===== config.mk =====
export PLATFORM = sky130hd
export DESIGN_NAME = fantasticfft_frame_collector
export DESIGN_NICKNAME = d
export VERILOG_FILES = /design/src/rtl/fantasticfft_frame_collector.sv
export SDC_FILE = /design/constraint.sdc
export NUM_CORES = 1
export LEC_CHECK = 0
export CAP_MARGIN = 30
export CORE_AREA = 5 5 150 152
export DETAILED_ROUTE_END_ITERATION = 12
export DIE_AREA = 0 0 155 157
export MAX_ROUTING_LAYER = met4
export PLACE_DENSITY = 0.82
export SYNTH_ARGS = -nofsm -noshare
export SYNTH_HDL_FRONTEND = slang
export SYNTH_SLANG_ARGS = --single-unit

===== constraint.sdc =====
create_clock -name clk -period 4 [get_ports clk]
set_input_delay 0.4 -clock clk [delete_from_list [all_inputs] [get_ports clk]]
set_output_delay 0.4 -clock clk [all_outputs]
set_load 0.03 [all_outputs]

===== src/rtl/fantasticfft_frame_collector.sv =====
// fantasticfft_frame_collector: assembles a serial sample stream into 8-sample frames for FFT8
//   clk, rst             : clock, asynchronous active-high reset
//   s_data/s_valid/s_sof : input sample stream, s_sof marks the first sample of a frame
//   s_ready              : collector accepts s_data this cycle
//   x0..x7, out_valid    : held frame (x0 = first sample) and its valid strobe
//   out_ready            : downstream takes the held frame
//   drop_cnt             : saturating count of aborted partial frames
//   FANTASTICFFT_PRESCALE_EN : when defined, samples are arithmetic-shifted right by 3 before storage
module fantasticfft_frame_collector #(
    parameter int INT_SIZE = 8,
    parameter int FRAC_SIZE = 8,
    localparam int W = INT_SIZE + FRAC_SIZE
) (
    input  logic         clk,
    input  logic         rst,
    input  logic [W-1:0] s_data,
    input  logic         s_valid,
    input  logic         s_sof,
    output logic         s_ready,
    output logic [W-1:0] x0,
    output logic [W-1:0] x1,
    output logic [W-1:0] x2,
    output logic [W-1:0] x3,
    output logic [W-1:0] x4,
    output logic [W-1:0] x5,
    output logic [W-1:0] x6,
    output logic [W-1:0] x7,
    output logic         out_valid,
    input  logic         out_ready,
    output logic [7:0]   drop_cnt
);
    logic [W-1:0] slot [0:6];
    logic [W-1:0] hold [0:7];
    logic [2:0]   wr_idx;
    logic [W-1:0] d;
    logic         accept, complete;

`ifdef FANTASTICFFT_PRESCALE_EN
    assign d = $signed(s_data) >>> 3;
`else
    assign d = s_data;
`endif

    // Stall only when the eighth sample would overwrite a held frame nobody is taking.
    assign s_ready  = !rst && !(wr_idx == 3'd7 && out_valid && !out_ready);
    assign accept   = s_valid && s_ready;
    assign complete = accept && !s_sof && wr_idx == 3'd7;

    // Fill slots need no reset: a frame only completes after all of them are rewritten.
    always_ff @(posedge clk) begin
        if (accept && !complete)
            slot[s_sof ? 3'd0 : wr_idx] <= d;
    end

    always_ff @(posedge clk or posedge rst) begin
        if (rst) begin
            wr_idx    <= 3'd0;
            out_valid <= 1'b0;
            drop_cnt  <= 8'd0;
            hold      <= '{default: '0};
        end else begin
            if (accept) begin
                if (s_sof) begin
                    wr_idx <= 3'd1;
                    if (wr_idx != 3'd0 && drop_cnt != 8'hff)
                        drop_cnt <= drop_cnt + 8'd1;
                end else begin
                    wr_idx <= wr_idx + 3'd1;
                end
            end
            if (complete) begin
                for (int i = 0; i < 7; i++)
                    hold[i] <= slot[i];
                hold[7]   <= d;
                out_valid <= 1'b1;
            end else if (out_ready) begin
                out_valid <= 1'b0;
            end
        end
    end

    assign x0 = hold[0];
    assign x1 = hold[1];
    assign x2 = hold[2];
    assign x3 = hold[3];
    assign x4 = hold[4];
    assign x5 = hold[5];
    assign x6 = hold[6];
    assign x7 = hold[7];
endmodule

==> summary.md <==
| Metric | Value |
|---|---|
| Outcome | complete, no violations |
| Register-to-register setup slack | roughly 1.3 ns |
| Inserted Clock Buffers | 26 |
| Starting density of the core | between 40% and 50% |
| Cell type contributing the most total cell area after synthesis | sky130_fd_sc_hd__dfrtp_1 |
| Post-route core utilization | approximately three fifths |
| Number of cell rows | 53 |
| Area of the mapped netlist | around 9300 um2 |
| Post-CTS setup buffers | 0 |
| Worst stage delay on the critical path | slightly below 0.6 ns |
| Antenna diode instance count | 0 |
| Post-layout instance count excluding filler cells | 942 |
| Internal power summed over all cells | 5.27 mW |
| Avg Inst Size Synth | between 20 and 25 um2 |
| Share of total power in combinational logic | between 10% and 20% |
| Portion of synthesized cell area occupied by the leading cell type | a little under two fifths |
| H-tree Lvls | 1 |
| Total vias in the final route | 4670 |
| Power, Total | between 7 and 8 mW |
| Cell Pwr Density | 588 nW/um2 |
| Number of cells in the design after placement | just under 900 |
| Max FO, Critical Path | 8 |
| Vias per cell | 4.96 |
| Number of synthesized register bits | ~250 |
| Net count after synthesis | 487 |
| First-pass detailed-route iteration total | 6 |
| Boundary pin count | 159 |
| Clock Power Share | 36.1% |
| CTS tree | built |
| Unrepaired setup endpoints after global routing | no |
| Number of buffers on the longest clock path | 3 |
| Placed wire-length estimate | 12700 um |
| Final Critical Period | approximately 3 ns |
| Fraction of the yosys area taken by sequential cells | 73.9% |
| Wire length reported by the detailed router | between 15000 and 20000 um |
| Core area | 20900 um2 |
| Area of the die | between 20000 and 25000 um2 |
| GRT busiest layer | met2 |
| Slew @ Worst Pin | between 0.9 and 1 ns |
| Endpoints failing hold | 0 |
| Setup Skew | 0.00826 ns |
| Total of warnings raised by yosys | 0 |
| Final Net Count | 673 |
| Kind of critical path | reg -> out |
| Main area contributors after synthesis | sky130_fd_sc_hd__dfrtp_1 (38%), sky130_fd_sc_hd__edfxtp_1 (36%), sky130_fd_sc_hd__mux2_4 (16%) |
| GRT met2 Usage | 26.9% |
| DIE HEIGHT | between 150 and 200 um |
| Clock transition time at the flip-flop clock pins of the worst setup and hold paths | ~0.06 ns |
| Switching pwr | between 1.5 and 2 mW |
| Global Route Usage Sum | between 10% and 20% |
| Fraction of met3 tracks used by global routing | 3.88% |
| Max Freq | between 0.3 and 0.4 GHz |
| Final TNS setup | 0 ns |
| Die span in x | approximately 160 um |
| Routability congestion estimate from global placement | 0.792 |
| Number of sinks driven by the clock tree | ~250 |
| Worst EP required | between 3 and 4 ns |
| Most used cell along the critical path | sky130_fd_sc_hd__ha_1 |
| Antenna Nets Post-Route | 0 |
| Post-layout worst setup margin | 1.04 ns |
| Number of library cell types mapped by synthesis | 32 |
| Worst slew margin relative to its limit | roughly two fifths |
| Max-slew violations | 0 |
| Worst IR Drop VDD | roughly 0.36 mV |
| Number of cells traversed by the worst register-to-register path | 5 |
| Initial DRC Count | 210 |
| Worst setup timing slack at the placement stage | between 1 and 1.5 ns |
| Final setup viols | 0 |
| Synthesis-to-layout area growth | 31.3% |
| Initial antenna violation count | 0 |
| Period Utilization, post-route | roughly 74% |
| Count of maximum capacitance violations | 0 |
| Remaining global-route overflow | 0 |
| Part of the total power dissipated in sequential elements | between 40 and 50% |
| Endpoint arrival time on the critical path | 2.56 ns |
| Source-to-sink clock delay at the later pin of the worst-skew pair | between 0.5 and 0.6 ns |
| Endpoint of the worst-slack reg-to-reg timing path | x3[3]$_DFFE_PP0P_ |
| Number of cells produced by synthesis | approximately 460 |
| Cells along the critical path | ha_1 -> ha_1 -> nand3b_2 -> and2_1 -> clkdlybuf4s50_1 |
| Critical Path Sink Type | output port |
| Detailed-route wire length per cell | approximately 21 um |
| IO buf count | approximately 160 |
| Quantity of gates resized following cts | 0 |
| Post-cts hold buffer count | 0 |
| FF-to-FF Start | wr_idx[1]$_DFFE_PP0N_ |
| Layout cell share with drive strength beyond 1 | around 30% |
| Fraction of power spent switching nets | 26.6% |
| Worst min-delay path category | in -> async |
| DRC violation count after routing | 0 |
| Leakage power total | 5.34 nW |
| GR Layer Usage met1 | 21.5% |
| Global-route wire length before repair | around 30000 um |
| Highest-delay cell along the critical path | sky130_fd_sc_hd__clkdlybuf4s50_1 |
| Startpoint type of the worst setup path | flip-flop |
| Fillers | 1520 |
| Clk root buf | sky130_fd_sc_hd__clkbuf_16 |
| Pin count of the biggest net entering global routing | 72 |
| Number of global-route vias before repair | 5205 |
-- worst max-delay path by stage --
stage                                      from                end  slack [ns]  cells past startpoint
final                     wr_idx[1]$_DFFE_PP0N_            s_ready        1.04                      5
after global routing      wr_idx[1]$_DFFE_PP0N_            s_ready        0.91                      5
after CTS                 wr_idx[1]$_DFFE_PP0N_            s_ready        1.04                      5
after detailed placement                    rst  x3[0]$_DFFE_PP0P_        1.22                      5
after global placement                      rst  x3[3]$_DFFE_PP0P_        1.32                      5
after floorplan                             rst            s_ready        0.62                      2
-- metal layers --
layer / share of wire, % / vias to the layer above
met1: 43 / 2413
met2: 49 / 153
met3: 6.7 / 26
met4: 1.3 / 0
met5: 0 / -
li1: - / 2078
-- cells in the final DEF (no fill, tap or decap), types with 2 or more instances in the layout --
cell,instances
sky130_fd_sc_hd__edfxtp_1,112
sky130_fd_sc_hd__mux2_2,32
sky130_fd_sc_hd__nor2_1,4
sky130_fd_sc_hd__clkbuf_8,2
sky130_fd_sc_hd__ha_1,4
sky130_fd_sc_hd__nor2_2,2
sky130_fd_sc_hd__nor4_1,2
sky130_fd_sc_hd__clkdlybuf4s50_1,158
sky130_fd_sc_hd__bufinv_16,5
sky130_fd_sc_hd__nor3_2,3
sky130_fd_sc_hd__nand2_1,9
sky130_fd_sc_hd__nand3_1,6
sky130_fd_sc_hd__buf_12,2
sky130_fd_sc_hd__clkbuf_1,4
sky130_fd_sc_hd__nor3_1,3
sky130_fd_sc_hd__nand2b_1,3
sky130_fd_sc_hd__clkbuf_16,28
sky130_fd_sc_hd__a21oi_1,2
sky130_fd_sc_hd__clkinv_1,2
sky130_fd_sc_hd__o21ai_0,4
sky130_fd_sc_hd__clkinv_2,5
sky130_fd_sc_hd__mux2_4,100
sky130_fd_sc_hd__inv_1,4
sky130_fd_sc_hd__buf_4,12
sky130_fd_sc_hd__dfrtp_1,140
-- power groups by stage --
stage          Clock (mW)  Combinational (mW)  Sequential (mW)
2_1_floorplan           0               0.376             3.61
3_3_place_gp            0                1.40             3.18
3_5_place_dp            0                1.43             3.21
4_1_cts              2.65                1.44             3.16
5_1_grt              2.76                1.50             3.20
6_report             2.59                1.42             3.16
-- synth_stat cells (all sizes together) --
| cell type | count |
|---|---|
| xor2 | 1 |
| buf | 15 |
| nor4 | 3 |
| edfxtp | 112 |
| nand2 | 9 |
| or3 | 1 |
| nor2b | 2 |
| ha | 4 |
| mux2 | 133 |
| a31oi | 1 |
| o2111ai | 1 |
| a21oi | 2 |
| nor2 | 6 |
| and2 | 1 |
| nor4b | 1 |
| nand4b | 1 |
| nand3 | 6 |
| inv | 5 |
| o21ai | 4 |
| o21bai | 1 |
| a211oi | 1 |
| a21boi | 1 |
| nand3b | 1 |
| mux2i | 1 |
| dfrtp | 140 |
| nor3 | 6 |
| nand2b | 3 |
-- per-stage QoR --
step | cell area, um2 | hold WS, ns
3_3_place_gp | 11200 | 0.442
3_5_place_dp | 11200 | 0.464
6_report | 12200 | 0.312
2_1_floorplan | 9300 | 0.432
4_1_cts | 12200 | 0.476
5_1_grt | 12200 | 0.316
-- final cells by class --
type                    instances  area (um2)  share of cell area (%)
flip-flops and latches        252        6870                    56.3
multi-input cells             190        2290                    18.8
repair buffers                173        1740                    14.3
clock buffers                  34         743                    6.09
well taps                     275         344                    2.82
clock inverters                13         194                    1.59
inverters                       5        22.5                   0.185
-- sequential cells by signal (all words and copies together), names as in the netlist --
signal and cells:
x7 16, x2 16, x1 16, drop_cnt 8
wr_idx 3, x3 16, x4 16, x5 16
x6 16, slot 112, out_valid 1, x0 16
-- worst max-delay path, delay by kind of cell (launching register included) --
| kind | cells | cell delay [ns] |
|---|---|---|
| adder cells (fa/ha/maj) | 2 | 0.56 |
| buffers and inverters | 1 | 0.59 |
| flip-flops | 1 | 0.54 |
| AND/OR/NAND/NOR | 2 | 0.37 |
-- cell families after synthesis --
group / synth area share, %
fa+ha+maj: 0.538
xor+xnor: 0.0942
mux: 20.3
compound gates: 0.915
flops: 73.9
simple gates: 2.45
buf+inv: 1.88
No activity file was read; power rests on OpenSTA's default activity.
